### src/rtl/opicorv32_pkg.sv
// Shared types and constants for the opicorv32 memory interface.
package opicorv32_pkg;

    localparam int unsigned XLEN  = 32;
    localparam int unsigned NSTRB = XLEN / 8;

    // mem_wordsize encodings
    localparam logic [1:0] MEM_WORD = 2'd0;
    localparam logic [1:0] MEM_HALF = 2'd1;
    localparam logic [1:0] MEM_BYTE = 2'd2;
    localparam logic [1:0] MEM_RSVD = 2'd3;

    typedef enum logic [1:0] {
        MEMIF_IDLE       = 2'd0,
        MEMIF_READ       = 2'd1,
        MEMIF_WRITE      = 2'd2,
        MEMIF_PREFETCHED = 2'd3
    } memif_state_e;

    // Registered bus request payload, held stable until the handshake completes.
    typedef struct packed {
        logic              instr;
        logic [XLEN-1:0]   addr;
        logic [XLEN-1:0]   wdata;
        logic [NSTRB-1:0]  wstrb;
    } memif_req_t;

    // True when a data access cannot be issued for this size/byte-offset pair.
    function automatic logic size_offset_bad(input logic [1:0] size, input logic [1:0] off);
        logic bad;
        case (size)
            MEM_WORD: bad = (off != 2'b00);
            MEM_HALF: bad = off[0];
            MEM_BYTE: bad = 1'b0;
            default:  bad = 1'b1;
        endcase
        return bad;
    endfunction

endpackage

### src/rtl/opicorv32_memif_lanes.sv
// Byte-lane formatting: store data/strobe replication and load lane extraction.
module opicorv32_memif_lanes
    import opicorv32_pkg::*;
(
    input  logic [1:0]       i_st_size,
    input  logic [1:0]       i_st_off,
    input  logic [XLEN-1:0]  i_st_data,
    output logic [XLEN-1:0]  o_st_wdata,
    output logic [NSTRB-1:0] o_st_wstrb,
    input  logic [1:0]       i_ld_size,
    input  logic [1:0]       i_ld_off,
    input  logic [XLEN-1:0]  i_ld_data,
    output logic [XLEN-1:0]  o_ld_word
);

    // Store side: replicate the operand across lanes and pick the strobes.
    always_comb begin
        o_st_wdata = i_st_data;
        o_st_wstrb = '0;
        case (i_st_size)
            MEM_WORD: begin
                o_st_wdata = i_st_data;
                o_st_wstrb = 4'b1111;
            end
            MEM_HALF: begin
                o_st_wdata = {2{i_st_data[15:0]}};
                o_st_wstrb = i_st_off[1] ? 4'b1100 : 4'b0011;
            end
            MEM_BYTE: begin
                o_st_wdata = {4{i_st_data[7:0]}};
                o_st_wstrb = 4'(4'b0001 << i_st_off);
            end
            default: begin
                o_st_wdata = i_st_data;
                o_st_wstrb = '0;
            end
        endcase
    end

    // Load side: select the addressed lane and zero-extend it.
    always_comb begin
        o_ld_word = i_ld_data;
        case (i_ld_size)
            MEM_HALF: begin
                o_ld_word = i_ld_off[1] ? {16'h0000, i_ld_data[31:16]}
                                        : {16'h0000, i_ld_data[15:0]};
            end
            MEM_BYTE: begin
                case (i_ld_off)
                    2'd0:    o_ld_word = {24'h000000, i_ld_data[7:0]};
                    2'd1:    o_ld_word = {24'h000000, i_ld_data[15:8]};
                    2'd2:    o_ld_word = {24'h000000, i_ld_data[23:16]};
                    default: o_ld_word = {24'h000000, i_ld_data[31:24]};
                endcase
            end
            default: o_ld_word = i_ld_data;
        endcase
    end

endmodule

### src/rtl/opicorv32_memif.sv
// Memory interface FSM: turns fetch/load/store requests into a valid/ready bus transfer.
module opicorv32_memif
    import opicorv32_pkg::*;
(
    input  logic             clk,
    input  logic             resetn,
    input  logic             mem_do_rinst,
    input  logic             mem_do_prefetch,
    input  logic             mem_do_rdata,
    input  logic             mem_do_wdata,
    input  logic [1:0]       mem_wordsize,
    input  logic [XLEN-1:0]  next_pc,
    input  logic [XLEN-1:0]  reg_op1,
    input  logic [XLEN-1:0]  reg_op2,
    input  logic             mem_ready,
    input  logic [XLEN-1:0]  mem_rdata,
    output logic             mem_valid,
    output logic             mem_instr,
    output logic [XLEN-1:0]  mem_addr,
    output logic [XLEN-1:0]  mem_wdata,
    output logic [NSTRB-1:0] mem_wstrb,
    output logic             mem_done,
    output logic [XLEN-1:0]  mem_rdata_word,
    output logic             mem_error
);

    memif_state_e     r_state, w_state_nxt;
    memif_req_t       r_req, w_req_nxt;
    logic             r_valid, w_valid_nxt;
    logic [1:0]       r_off, w_off_nxt;
    logic [1:0]       r_size, w_size_nxt;
    logic             r_error, w_error_nxt;

    logic             w_xfer;
    logic             w_fetch_req;
    logic             w_data_bad;
    logic [XLEN-1:0]  w_st_wdata;
    logic [NSTRB-1:0] w_st_wstrb;
    logic [1:0]       w_unused_pc;

    // Fetches are always word aligned, so the low PC bits carry no information.
    assign w_unused_pc = next_pc[1:0];

    assign w_xfer      = r_valid & mem_ready;
    assign w_fetch_req = mem_do_rinst | mem_do_prefetch;
    assign w_data_bad  = size_offset_bad(mem_wordsize, reg_op1[1:0]);

    // Store formatting uses the live operands; load extraction uses the issue-time offset/size.
    opicorv32_memif_lanes u_lanes (
        .i_st_size  (mem_wordsize),
        .i_st_off   (reg_op1[1:0]),
        .i_st_data  (reg_op2),
        .o_st_wdata (w_st_wdata),
        .o_st_wstrb (w_st_wstrb),
        .i_ld_size  (r_size),
        .i_ld_off   (r_off),
        .i_ld_data  (mem_rdata),
        .o_ld_word  (mem_rdata_word)
    );

    // Next-state and next-request logic; fetch beats data load beats store.
    always_comb begin
        w_state_nxt = r_state;
        w_req_nxt   = r_req;
        w_valid_nxt = r_valid;
        w_off_nxt   = r_off;
        w_size_nxt  = r_size;
        w_error_nxt = 1'b0;
        case (r_state)
            MEMIF_IDLE: begin
                if (w_fetch_req) begin
                    w_valid_nxt     = 1'b1;
                    w_req_nxt.instr = 1'b1;
                    w_req_nxt.addr  = {next_pc[XLEN-1:2], 2'b00};
                    w_req_nxt.wstrb = '0;
                    w_off_nxt       = 2'b00;
                    w_size_nxt      = MEM_WORD;
                    w_state_nxt     = MEMIF_READ;
                end else if (mem_do_rdata) begin
                    if (w_data_bad) begin
                        w_error_nxt = 1'b1;
                    end else begin
                        w_valid_nxt     = 1'b1;
                        w_req_nxt.instr = 1'b0;
                        w_req_nxt.addr  = {reg_op1[XLEN-1:2], 2'b00};
                        w_req_nxt.wstrb = '0;
                        w_off_nxt       = reg_op1[1:0];
                        w_size_nxt      = mem_wordsize;
                        w_state_nxt     = MEMIF_READ;
                    end
                end else if (mem_do_wdata) begin
                    if (w_data_bad) begin
                        w_error_nxt = 1'b1;
                    end else begin
                        w_valid_nxt     = 1'b1;
                        w_req_nxt.instr = 1'b0;
                        w_req_nxt.addr  = {reg_op1[XLEN-1:2], 2'b00};
                        w_req_nxt.wdata = w_st_wdata;
                        w_req_nxt.wstrb = w_st_wstrb;
                        w_off_nxt       = reg_op1[1:0];
                        w_size_nxt      = mem_wordsize;
                        w_state_nxt     = MEMIF_WRITE;
                    end
                end
            end
            MEMIF_READ: begin
                if (w_xfer) begin
                    w_valid_nxt = 1'b0;
                    w_state_nxt = (mem_do_rinst | mem_do_rdata) ? MEMIF_IDLE : MEMIF_PREFETCHED;
                end
            end
            MEMIF_WRITE: begin
                if (w_xfer) begin
                    w_valid_nxt = 1'b0;
                    w_state_nxt = MEMIF_IDLE;
                end
            end
            MEMIF_PREFETCHED: begin
                if (mem_do_rinst) begin
                    w_state_nxt = MEMIF_IDLE;
                end
            end
            default: w_state_nxt = MEMIF_IDLE;
        endcase
    end

    // State and request registers; reset clears everything, even mid-transfer.
    always_ff @(posedge clk or negedge resetn) begin
        if (!resetn) begin
            r_state <= MEMIF_IDLE;
            r_req   <= '0;
            r_valid <= 1'b0;
            r_off   <= 2'b00;
            r_size  <= MEM_WORD;
            r_error <= 1'b0;
        end else begin
            r_state <= w_state_nxt;
            r_req   <= w_req_nxt;
            r_valid <= w_valid_nxt;
            r_off   <= w_off_nxt;
            r_size  <= w_size_nxt;
            r_error <= w_error_nxt;
        end
    end

    assign mem_valid = r_valid;
    assign mem_instr = r_req.instr;
    assign mem_addr  = r_req.addr;
    assign mem_wdata = r_req.wdata;
    assign mem_wstrb = r_req.wstrb;
    assign mem_error = r_error;

    // Completion pulse: handshake of a still-requested transfer, or a fetch claiming a prefetch.
    assign mem_done = resetn &
                      ((w_xfer & (r_state != MEMIF_IDLE) & (mem_do_rinst | mem_do_rdata | mem_do_wdata)) |
                       ((r_state == MEMIF_PREFETCHED) & mem_do_rinst));

endmodule

### config.mk
export PLATFORM = sky130hd
export DESIGN_NAME = opicorv32_memif
export DESIGN_NICKNAME = d
export VERILOG_FILES = /design/src/rtl/opicorv32_pkg.sv /design/src/rtl/opicorv32_memif_lanes.sv /design/src/rtl/opicorv32_memif.sv
export SDC_FILE = /design/constraint.sdc
export NUM_CORES = 1
export LEC_CHECK = 0
export BUFFER_PORTS_ARGS = -buffer_cell sky130_fd_sc_hd__buf_2
export CORE_ASPECT_RATIO = 0.6
export CORE_UTILIZATION = 48
export CTS_BUF_LIST = sky130_fd_sc_hd__clkbuf_8
export CTS_CLUSTER_DIAMETER = 120
export DETAILED_ROUTE_END_ITERATION = 6
export HOLD_SLACK_MARGIN = 0.12
export PLACE_DENSITY_LB_ADDON = 0.15
export SLEW_MARGIN = 20
export SYNTH_ARGS = -nofsm -noshare
export SYNTH_HDL_FRONTEND = slang
export SYNTH_SLANG_ARGS = --single-unit
### constraint.sdc
create_clock -name clk -period 2 [get_ports clk]
set_clock_uncertainty 0.05 [all_clocks]
set_input_delay 0 -clock clk [delete_from_list [all_inputs] [get_ports clk]]
set_output_delay 0 -clock clk [all_outputs]
set_load 0.01 [all_outputs]
# --- Word-level counts from Yosys, hierarchy flattened ---
# Cells that the tools add are included.
totals:
  output_inout_bits: 104
  input_bits: 137
  word_cells: 95
  register_bits: 77
op_classes:
  shifts: 1
  n_mux: 44
  reduce_logical: 13
  bitwise: 12
  eq_ne: 16
op_table:
  columns: ["operator", "n"]
  rows:
  - ["2-to-1 mux 69 bit", 2]
  - ["case mux 32 bit (2 select lines)", 2]
  - ["2-to-1 mux 33 bit", 3]
  - ["2-to-1 mux 2 bit", 17]
  - ["case mux 8 bit (3 select lines)", 1]
  - ["2-to-1 mux 16 bit", 1]
  - ["2-to-1 mux 4 bit", 4]
  - ["case mux 4 bit (3 select lines)", 1]
  - ["== test 2 bit (second input constant)", 5]
  - ["2-to-1 mux 1 bit", 10]
  - ["AND reduction 5 bit", 2]
  - ["== test 2 x 1 -> 1 bit (second input constant)", 4]
  - ["!= test 2 bit (second input constant)", 4]
  - ["case mux 2 bit (4 select lines)", 1]
  - ["logical NOT 2 bit", 3]
  - ["AND reduction 3 bit", 2]
  - ["nonzero test 2 bit", 3]
  - ["bitwise AND 1 bit", 5]
  - ["!= test 4 bit (second input constant)", 1]
  - ["OR 1 bit", 4]
  - ["<< shifter 1 x 2 -> 4 bit (first input constant)", 1]
  - ["!= test 3 bit (second input constant)", 1]
  - ["inverter 1 bit", 3]
  - ["case mux 1 bit (3 select lines)", 1]
  - ["other kinds (5)", 5]

# --- Longest topological paths before layout ---
# Gate-level depths: netlist of run 1.
depth:
  depth_word: 7
  depth_mapped: 8
  ltp_nobuf: 6

# --- Modules after synthesis ---
# Synthesis of run 1 repeated with hierarchy kept, for this count alone.
hier_totals:
  hier_cells: 442
  area_unflattened_um2: 4723.3
modules_own_cells:
  columns: ["mod", "cells_each", "n_inst", "area_each_um2", "seq_area_each_um2"]
  rows:
  - ["opicorv32_memif", 249, 1, 3445.8, 1876.8]
  - ["opicorv32_memif_lanes", 193, 1, 1277.5, 0.0]

# --- Worst setup path after synthesis of run 1 ---
# No wires, ideal clock.
synth_timing:
  path_kind: "reg-to-reg"
  startpoint: "register r_state[0]"
  endpoint: "register r_valid (netlist: mem_valid)"
  path_stages_with_launch: 8
  synth_period_minus_slack_ns: 1.769
  n_path_buf: 1
  setup_ns: 0.079
  slack_ns: 0.231
  t_arrival_ns: 1.639
  required_ns: 1.871
  cell_sequence: "dfrtp_1 > inv_1 > ha_1 > buf_2 > or3b_2 > o31ai_1 > nand2_1 > a2bb2oi_1"
synth_via:
  elab_chain_cells: 4
  elab_cells_between_ends: 9
  classes_between: "4 x eq/ne; 1 x mux; 4 x reduce/logical"
synth_rtl:
  columns: ["element", "line", "source"]
  rows:
  - ["start, declared", "opicorv32_memif.sv:27", "memif_state_e r_state, w_state_nxt;"]
  - ["start signal, assigned", "opicorv32_memif.sv:137", "r_state <= w_state_nxt;"]
  - ["== test 2 bit / == test 2 x 1 -> 1 bit (equally long branches)", "opicorv32_memif.sv:69", "case (r_state)"]
  - ["OR reduction 2 bit (no source line)", null, null]
  - ["!= test 2 x 1 -> 1 bit (no source line) / nonzero test 2 bit (equally long branches)", null, null]
  - ["AND reduction 3 bit (no source line)", null, null]
  - ["end signal, assigned", "opicorv32_memif.sv:139", "r_valid <= w_valid_nxt;"]
  - ["end, declared", "opicorv32_memif.sv:29", "logic r_valid, w_valid_nxt;"]
# Parallel ways exist; a longest one is shown, timed or not.
# A chain may end at the register's enable or synchronous reset.

# --- Worst setup path in the final report of run 1 ---
layout_timing:
  startpoint: "register r_off[1]"
  endpoint: "output port mem_rdata_word[4]"
layout_via:
  elab_chain_cells: 3
  elab_cells_between_ends: 6
  classes_between: "2 x eq/ne; 3 x mux; 1 x reduce/logical"
layout_rtl:
  columns: ["element", "line", "source"]
  rows:
  - ["start, declared", "opicorv32_memif.sv:30", "logic [1:0] r_off, w_off_nxt;"]
  - ["start signal, assigned", "opicorv32_memif.sv:140", "r_off <= w_off_nxt;"]
  - ["== test 2 bit (tied with other cells)", "opicorv32_memif_lanes.sv:49", "case (i_ld_off)"]
  - ["case mux 8 bit (3 select lines)", "opicorv32_memif_lanes.sv:49", null]
  - ["case mux 32 bit (2 select lines) *", "opicorv32_memif_lanes.sv:43", "case (i_ld_size)"]
  - ["end, declared", "opicorv32_memif.sv:23", "output logic [XLEN-1:0] mem_rdata_word,"]
# Mark *: on every way between the ends. The rest lies on a longest branch, timed or not.

==> results of run 1 <==
[logic make-up (layout without fill, tap and decap cells)]
| kind of cell | count (synthesis) | in the layout |
|---|---|---|
| fa+ha+maj | 11 | 11 |
| compound gates | 145 | 145 |
| flops | 75 | 75 |
| simple gates | 144 | 144 |
| other cells | 1 | 4 |
| mux | 52 | 52 |
| buf+inv | 64 | 406 |
[worst min-delay path, stage by stage]
cell and delay, ns:
buf_2 0.13, inv_1 0.10, nor3_1 0.06, a31o_2 0.22
[routing by layer]
metal | wire [um] | vias to the layer above | track usage | part of all wire
met5 | 10 | - | 0 | 0.00060
met4 | 512 | 2 | 0.126 | 0.031
met3 | 1360 | 50 | 0.0787 | 0.082
met2 | 8040 | 299 | 0.560 | 0.48
met1 | 6760 | 2572 | 0.405 | 0.40
li1 | - | 2461 | - | -
[worst paths after layout]
| kind | from | end | slack [ns] | depth (start not counted) |
|---|---|---|---|---|
| worst max-delay path | r_off[1]$_DFFE_PN0P_ | mem_rdata_word[4] | 0.02 | 4 |
| worst min-delay path | reg_op1[1] | r_off[1]$_DFFE_PN0P_ | 0.14 | 4 |
| worst max register to register | r_state[0]$_DFFE_PN0P_ | mem_valid$_DFFE_PN0P_ | 0.11 | 6 |
| worst min register to register | mem_wdata[10]$_DFFE_PN0P_ | mem_wdata[10]$_DFFE_PN0P_ | 0.43 | 2 |
| max in group asynchronous | resetn | mem_wdata[2]$_DFFE_PN0P_ | 0.95 | 3 |
| min in group asynchronous | resetn | mem_addr[11]$_DFFE_PN0P_ | 0.18 | 3 |
[registers in the layout (all words and copies together) (netlist names)]
name	count
mem_wdata	32
mem_addr	30
mem_wstrb	4
r_off	2
r_size	2
r_state	2
mem_error	1
mem_instr	1
mem_valid	1
[stage by stage]
stage                     total power [mW]  TNS (ns)  cell area [um^2]
after floorplan                       4.87         0              4830
after global placement                6.26         0              6150
after detailed placement              6.37         0              6150
after CTS                             7.71  -0.00869              7450
after global routing                  8.33    -0.184              7490
final                                 7.84         0              7490
[area by class of cell]
cell class              instances  share of cell area
multi-input cells             354               0.356
repair buffers                369               0.334
flip-flops and latches         75               0.251
clock buffers                  13              0.0239
well taps                     130              0.0217
inverters                      21              0.0105
clock inverters                 3             0.00267
diodes                          2            0.000668
[synthesized netlist by cell type, types with 2 or more instances]
cell type	count
o31ai_1	2
o21a_1	3
nor3_1	5
and3_1	30
inv_1	21
nand2_2	2
clkbuf_1	22
dfrtp_1	75
nor2b_1	17
nor2_1	7
buf_2	10
mux2_4	18
o2bb2ai_1	4
a22oi_1	8
buf_4	2
mux2i_1	4
nand2b_1	4
o21ai_0	55
ha_1	11
a22o_1	9
a221o_1	35
nand2_1	58
and2_1	17
mux2_2	25
mux4_2	5
buf_6	9
a21oi_1	16
a211oi_1	2
[power groups by stage]
stage / logic (mW) / registers (mW) / clock network, mW
after floorplan: 2.09 / 2.78 / 0
after global placement: 3.74 / 2.52 / 0
after detailed placement: 3.83 / 2.54 / 0
after CTS: 4.02 / 2.52 / 1.17
after global routing: 4.47 / 2.63 / 1.23
final: 4.13 / 2.56 / 1.15
[timing repair]
item | in CTS | in global routing
endpoints found under the setup margin | 11 | 45
buffers inserted | 1 | 2
endpoints found under the hold margin | 142 | 0
resized for setup | 2 | 3
hold buffers | 109 | 0
pin swaps | 0 | 0
==> out/results.txt, run 1 <==
HPWL after DPL: 10.4 mm
Number of nets with antenna violations after routing: 0
Post-Synth XOR/XNOR Area: 0
F_max: 506 MHz
Placed Cells: 837
Main combinational cell family by area after synthesis: compound AO/OA/AOI/OAI gates
PwrDens: 1050 nW/um^2
Max-cap violations: 0
Via count: 5384
Sequential Area: 1880 um^2
Total number of yosys warnings: 0
Routed wire length: 16.7 mm
# IOs: 241
Worst-skew pair later-pin latency: 0.34 ns
Fraction of registers with async set/reset: 1.00
Mux cell area share after synthesis: 0.146
Worst setup margin: 0.0241 ns
Req. time, crit path: 1.95 ns
Initial antenna violation count: 3
GRT Total Usage: 0.328
Crit start category: flip-flop
Die Y: 79.7 um
Die Width: 131 um
Final core utilization: 0.792
Placer Congestion: 0.887
Dpl ws: 0.0455 ns
Most frequent cells in the layout: 235 x buf_2, 109 x dlygate4sd3_1, 74 x dfrtp_1
Final cell count without fillers: 967
Critical-path top delay cell: mux4_2
Fin crit period: 1.98 ns
Global-route wire length before repair: 27.1 mm
Die ar.: 10500 um^2
Area share of fa/ha/maj cells after synthesis: 0.0285
Critical Path Max Stage Delay: 0.52 ns
Worst min-delay path class: in -> reg
Vias in the first global route: 5330
Post-synth top area cell: dfrtp_1
Post-synth EDFFs: 0
Net Sw Power: 2.98 mW
Maximum vdd drop: 0.616 mV
Multi-input gate area: 2660 um^2
Share of total power in combinational logic: 0.527
Mean post-synth cell area: 9.82 um^2
First drt pass iteration count: 5
WS Path Type: reg -> out
CTS Buffer Depth: 2
WHS: 0.143 ns
Most used DFF post-synth: dfrtp_1
Remaining Overflow, GRT: 0
RSZ-0062 raised after global routing: yes
Top delay family on crit path: multiplexers
Top cells by area, synth: dfrtp_1 39%, a221o_1 7.3%, mux2_2 5.8%
IO Port Bufs: 236
Std-Cell Rows: 27
Fill count: 636
Final Slew Violations: 0
CP max FO: 8
Critical path arrival: 1.93 ns
Largest net degree at the start of global routing: 57
Final hold vios: 0
Register bit total from synthesis: 75
CP endpoint kind: output pin
TritonCTS clock tree: built
Num Clock Sinks: 75
Sequential Power Share: 0.326
DR vias/cell: 5.57
DRC: 0
WL/cell: 17.3 um
Sw frac: 0.381
Layout cells sized above 1: 0.404
Buffers and inverters on the worst path: 1
Area fraction in compound gates after synthesis: 0.212
Crit-path cells: mux4_2, nor2b_1, a221o_1, buf_2
Worst slew margin: 0.638
Initial Utilization: 0.511
H-tree depth: 3
Status: finished, final reports clean
Setup violations, final: 0
Post-synth top area share: 0.389
Synthesis-to-finish area growth: 55.0%
Layout net count: 978
TritonCTS Buffers: 9
Initial DRC Count: 383
Commonest non-fill, non-tap cell in the layout: buf_2
Static Leak: 3.81 nW
Sequential share of the synthesized area: 0.389
Clock Power Share: 0.147
Netlist cell types: 44
CTS clk-pin slew, worst paths: 0.07 ns
Internal power: 4.85 mW
Slew @ Worst Pin: 0.543 ns
Post-Synth Simple-Gate Area: 0.156
CTS root buffer: clkbuf_8
Final period utilization: 0.988
Cells after synthesis: 492
Mapped Area: 4830 um^2
Placeable Area: 9460 um^2
Note: power is estimated with default switching activity, not from simulation.
==> inputs of run 2 (changes only) <==
Settings changed: CORE_MARGIN from default to 3, PLACE_DENSITY_LB_ADDON 0.15 to 0.12, SETUP_SLACK_MARGIN from default to 0.5.
==> run 2 against run 1 <==
Against the previous run: the flow now finishes with violations (negative setup slack); worst hold slack better by 0.0043 ns; die area is 8.2% higher; design area is 21% higher; total power is 41% higher; global-route usage is 6.4 points higher; fmax is 10% lower; final cell count is 5.7% higher; non-clock buffer count is 52 higher; highest routed layer unchanged.
==> out/results.txt, run 2 (synthesis gave the netlist of run 1 again) <==
Crit start category: flip-flop
Final core utilization: 0.952 (+0.160)
Worst slew margin: 0.611 (-0.0275)
PwrDens: 1220 nW/um^2 (+16%)
Die ar.: 11300 um^2 (+8.2%)
Failing checks: negative setup slack
CTS Buffer Depth: 2 (unchanged)
CP max FO: 4 (-4)
GRT Total Usage: 0.391 (+0.0638)
CTS clk-pin slew, worst paths: 0.09 ns (+0.02 ns)
Max reg flops: 32 (unchanged)
TritonCTS Buffers: 9 (unchanged)
Reg-to-Reg Start: r_state[1]$_DFFE_PN0P_
DRC: 0 (unchanged)
Most frequent cells in the layout: 229 x buf_2, 111 x dlygate4sd3_1, 73 x dfrtp_1
Routed wire length: 31.8 mm (+90%)
WL/cell: 31.1 um (+80%)
IO Port Bufs: 236 (unchanged)
Final cell count without fillers: 1022 (+5.7%)
Initial antenna violation count: 6 (+3)
Initial DRC Count: 1114 (+190%)
CTS root buffer: clkbuf_8
Status: complete, but fails checks
RSZ-0062 raised after global routing: yes
Number of nets with antenna violations after routing: 0 (unchanged)
Critical-path top delay cell: dfrtp_1
Global-route wire length before repair: 34.8 mm (+29%)
Die Width: 135 um (+3.0%)
Setup slack, reg-to-reg: 0.01 ns (-0.10 ns)
Placed Cells: 836 (-0.12%)
Setup violations, final: 10 (+10)
Crit-path cells: inv_2, ha_4, nor2b_4, buf_6, buf_6, nand2_2, o21ai_1, a22o_1, buf_2
Max-cap violations: 0 (unchanged)
Remaining Overflow, GRT: 0 (unchanged)
Layout cells sized above 1: 0.546 (+0.142)
Slew @ Worst Pin: 0.581 ns (+0.0377 ns)
R2R cell count: 6 (unchanged)
Req. time, crit path: 1.95 ns (about the same)
Fill count: 245 (-61%)
Final setup TNS: -0.909 ns (-0.909 ns)
TritonCTS clock tree: built
Commonest non-fill, non-tap cell in the layout: buf_2
Fin crit period: 2.20 ns (+0.222 ns)
Vias in the first global route: 6324 (+19%)
WS Path Type: reg -> out
Final hold vios: 0 (unchanged)
H-tree depth: 3 (unchanged)
Placer Congestion: 0.836 (-5.8%)
# IOs: 241 (unchanged)
First drt pass iteration count: 5 (unchanged)
CP endpoint kind: output pin
Via count: 7302 (+36%)
Num Clock Sinks: 75 (unchanged)
Most frequent CP cell: buf_6
Worst min-delay path class: in -> async
F_max: 455 MHz (-10%)
Worst-skew pair later-pin latency: 0.38 ns (+0.04 ns)
Final Slew Violations: 0 (unchanged)
Synthesis-to-finish area growth: 87.1%
Die Y: 83.7 um (+5.0%)
Critical path arrival: 2.15 ns (+0.22 ns)
DR vias/cell: 7.14 (+28%)
Layout net count: 1030 (+5.3%)
Worst reg2reg endpoint: mem_valid$_DFFE_PN0P_
Worst setup margin: -0.198 ns (-0.222 ns)
Largest net degree at the start of global routing: 37 (-35%)
Maximum vdd drop: 0.819 mV (+33%)
Final period utilization: 1.10 (+0.111)
Placeable Area: 9490 um^2 (+0.36%)
Initial Utilization: 0.509 (-0.00182)
HPWL after DPL: 11.2 mm (+7.8%)
Static Leak: 4.47 nW (+17%)
Critical Path Max Stage Delay: 0.44 ns (-0.08 ns)
Std-Cell Rows: 27 (unchanged)
==> run 2: worst max path at each step <==
stage,startpoint,to,slack (ns),cells after the start
final,r_size[0]$_DFFE_PN0P_,mem_rdata_word[12],-0.20,9
after detailed placement,r_state[1]$_DFFE_PN0P_,mem_valid$_DFFE_PN0P_,0.06,6
after global placement,r_state[1]$_DFFE_PN0P_,mem_valid$_DFFE_PN0P_,0.15,6
after CTS,r_off[1]$_DFFE_PN0P_,mem_rdata_word[4],0.05,5
after floorplan,r_state[1]$_DFFE_PN0P_,mem_valid$_DFFE_PN0P_,0.34,7
after global routing,mem_wordsize[0],mem_wstrb[0]$_DFFE_PN0P_,-0.21,7
==> run 2: worst max-delay path, delay by kind of cell, from the launching register on <==
| kind | cells | cell delay [ns] |
|---|---|---|
| buf+inv | 4 | 0.49 |
| flops | 1 | 0.44 |
| simple gates | 2 | 0.21 |
| fa+ha+maj | 1 | 0.28 |
| compound gates | 2 | 0.36 |
==> run 2: cell type report <==
| type | instances | area, um^2 | share of cell area |
|---|---|---|---|
| clock buffer | 9 | 124 | 0.0137 |
| clock inverter | 5 | 57.6 | 0.00637 |
| tap | 130 | 163 | 0.0180 |
| inverter | 21 | 78.8 | 0.00872 |
| sequential | 75 | 1880 | 0.208 |
| timing repair buffer | 421 | 3380 | 0.374 |
| multi-input combinational | 354 | 3340 | 0.369 |
| antenna | 7 | 17.5 | 0.00194 |
==> run 2: layer usage <==
layer | wire length [um] | GRT usage | up-vias
met3 | 4920 | 0.110 | 422
met1 | 9530 | 0.454 | 3258
met5 | 12 | 0 | -
li1 | - | - | 2590
met2 | 13200 | 0.667 | 1030
met4 | 4120 | 0.190 | 2
==> run 2: through the flow <==
stage	hold WS, ns	instance area, um^2	worst slack (ns)	power [mW]
detailed placement	-0.128	6170	0.0551	6.49
global placement	-0.128	6170	0.150	6.38
finish	0.148	9040	-0.198	11.0
CTS	0.123	8430	0.0486	9.21
floorplan	-0.346	4900	0.335	4.98
global route	0.176	9030	-0.210	11.3
==> run 2: what timing repair did <==
| item | CTS | global route |
|---|---|---|
| endpoints found under the hold margin | 143 | 0 |
| endpoints found under the setup margin | 108 | 106 |
| resized for setup | 136 | 115 |
| pin swaps | 45 | 30 |
| hold buffers | 112 | 0 |
| setup buffers | 29 | 11 |
| cloned | 12 | 1 |
==> run 2: power breakdown <==
group / internal [mW] / leakage [nW] / switching, mW
Combinational: 3.64 / 3.43 / 3.32
Sequential: 2.16 / 0.945 / 0.672
Clock: 0.561 / 0.0886 / 0.665
==> inputs of run 3 (changes only) <==
Settings changed: CELL_PAD_IN_SITES_DETAIL_PLACEMENT from default to 1, CELL_PAD_IN_SITES_GLOBAL_PLACEMENT from default to 1, CORE_UTILIZATION 48 to 35.
==> run 3 against run 2 <==
Against the previous run: the flow still finishes with violations (negative setup slack); routed wire length decreased by 14%; die area increased by 35%; sequential power is 3% lower; combinational power is 3% lower; register-to-register slack barely moved; critical path depth down 4; clock power grew 9%; design area down 0.11%.
==> out/results.txt, run 3 (synthesis gave the netlist of run 1 again) <==
Critical Path Max Stage Delay: 0.53 ns (+0.09 ns)
Critical path arrival: 2.10 ns (-0.05 ns)
Placed Instance Area: 6210 um^2 (+0.69%)
Setup violations, final: 9 (-1)
RSZ-0062 raised after global routing: yes
Layout net count: 1027 (-0.29%)
Sequential Power Share: 0.253 (-0.004)
Initial Utilization: 0.367 (-0.142)
Num Clock Sinks: 75 (unchanged)
Net Sw Power: 4.27 mW (-8.5%)
Max reg flops: 32 (unchanged)
CTS root buffer: clkbuf_8
Status: complete, but fails checks
F_max: 465 MHz (+2.3%)
Placeable Area: 13200 um^2 (+39%)
GRT Total Usage: 0.304 (-0.0878)
Layout cells sized above 1: 0.530 (-0.0158)
Die Width: 158 um (+16%)
Die ar.: 15300 um^2 (+35%)
Commonest non-fill, non-tap cell in the layout: buf_2
Maximum vdd drop: 0.601 mV (-27%)
Final hold vios: 0 (unchanged)
DRC: 0 (unchanged)
Buffers and inverters on the worst path: 2 (-2)
IO Port Bufs: 236 (unchanged)
Crit start category: flip-flop
Largest net degree at the start of global routing: 43 (+16%)
CTS Buffer Depth: 2 (unchanged)
Top delay family on crit path: flip-flops
Max-cap violations: 0 (unchanged)
H-tree depth: 3 (unchanged)
Slew @ Worst Pin: 0.534 ns (-0.0467 ns)
Via count: 6037 (-17%)
Static Leak: 4.45 nW (-0.33%)
Sw frac: 0.393 (-0.0301)
Routed wire length: 27.4 mm (-14%)
DR vias/cell: 5.72 (-20%)
Placer Congestion: 0.806 (-3.6%)
Remaining Overflow, GRT: 0 (unchanged)
Crit-path cells: buf_6, mux4_2, nor2b_1, a221o_1, buf_2
Critical-path top delay cell: dfrtp_2
Req. time, crit path: 1.95 ns (about the same)
Reg-to-Reg Start: r_state[1]$_DFFE_PN0P_
Number of nets with antenna violations after routing: 0 (unchanged)
Design Area, Final: 9030 um^2 (-0.11%)
Setup crit start: r_off[1]$_DFFE_PN0P_
TritonCTS Buffers: 9 (unchanged)
Final cell count without fillers: 1056 (+3.3%)
Synthesis-to-finish area growth: 86.9%
Vias in the first global route: 6478 (+2.4%)
HPWL after DPL: 12.6 mm (+12%)
CTS clk-pin slew, worst paths: 0.08 ns (about the same)
Failing checks: negative setup slack
Clock Power Share: 0.123 (+0.012)
Std-Cell Rows: 32 (+19%)
Worst slew margin: 0.640 (+0.0297)
Initial DRC Count: 344 (-69%)
Placed Cells: 875 (+4.7%)
Worst-skew pair later-pin latency: 0.37 ns (about the same)
Initial antenna violation count: 1 (-5)
# IOs: 241 (unchanged)
Share of total power in combinational logic: 0.624 (-0.008)
Internal power: 6.60 mW (+3.7%)
Most frequent cells in the layout: 223 x buf_2, 110 x dlygate4sd3_1, 74 x dfrtp_1
Global-route wire length before repair: 36.4 mm (+4.7%)
Worst min-delay path class: in -> async
WL/cell: 26.0 um (-17%)
PwrDens: 1200 nW/um^2 (-1.3%)
WS Path Type: reg -> out
CP max FO: 8 (+4)
Final period utilization: 1.07 (-0.0242)
First drt pass iteration count: 5 (unchanged)
CP endpoint kind: output pin
TritonCTS clock tree: built
Die Y: 97.0 um (+16%)
Fin crit period: 2.15 ns (-0.0484 ns)
Final Slew Violations: 0 (unchanged)
Final setup TNS: -0.545 ns (+0.364 ns)
Worst setup margin: -0.149 ns (+0.0484 ns)
[run 3: cell count changes in the layout (fill, tap and decap cells not counted), sizes merged]
cell | previous run | this run
clkinvlp | 2 | 1
inv | 22 | 23
bufinv | 1 | 2
buf | 309 | 307
diode | 7 | 3
dlygate4sd3 | 111 | 110
[run 3: area by class of cell]
cell class | instances | area [um^2]
Fill cell | 1411 | 4150
Inverter | 21 | 78.8
Sequential cell | 75 | 1880
Clock inverter | 6 | 83.8
Tap cell | 170 | 213
Multi-Input combinational cell | 354 | 3280
Antenna cell | 3 | 7.51
Timing Repair Buffer | 418 | 3360
Clock buffer | 9 | 124
[run 3: timing repair]
action	in CTS	in global routing
hold buffers	110	0
setup buffers	27	13
endpoints found under the hold margin	142	0
pin swaps	45	11
gates resized for setup	165	63
gates cloned	11	2
endpoints found under the setup margin	107	106
[run 3: power by group through the flow]
| stage | combinational (mW) | sequential (mW) | clock [mW] |
|---|---|---|---|
| after global placement | 3.88 | 2.52 | 0 |
| after CTS | 5.74 | 2.61 | 1.32 |
| after global routing | 7.10 | 2.80 | 1.42 |
| after floorplan | 2.20 | 2.78 | 0 |
| after detailed placement | 4.00 | 2.56 | 0 |
| final | 6.78 | 2.74 | 1.34 |
[run 3: worst reg2reg max path, delay by kind of cell, from the launching register on]
family / cells / cell delay, ns
simple gates: 1 / 0.08
compound gates: 2 / 0.28
flops: 1 / 0.47
fa+ha+maj: 1 / 0.21
buf+inv: 5 / 0.80
[run 3: layer usage]
layer  track usage  vias up  part of all wire
met3        0.0858      105             0.084
met5             0        -                 0
met2         0.523      369              0.49
li1              -     2576                 -
met4         0.111        0             0.049
met1         0.359     2987              0.38
[run 3: through the flow]
step	power [mW]	hold slack, ns	utilization	worst slack [ns]
floorplan	4.98	-0.346	-	0.335
global placement	6.41	-0.0569	0.472	0.114
detailed placement	6.56	-0.0478	0.472	0.0486
CTS	9.66	0.0985	0.652	-0.00931
global route	11.3	0.135	0.685	-0.172
finish	10.9	0.104	0.685	-0.149
[run 3: path summary, 6_finish.rpt]
| path | endpoint | slack [ns] | depth (start not counted) |
|---|---|---|---|
| hold reg to reg | mem_wdata[27]$_DFFE_PN0P_ | 0.46 | 2 |
| min in group clk | r_off[1]$_DFFE_PN0P_ | 0.16 | 4 |
| setup reg to reg | mem_wdata[25]$_DFFE_PN0P_ | 0 | 9 |
| max in group asynchronous | mem_wdata[18]$_DFFE_PN0P_ | 1.15 | 3 |
| setup / recovery | mem_rdata_word[7] | -0.15 | 5 |
| hold / removal | mem_addr[23]$_DFFE_PN0P_ | 0.10 | 2 |
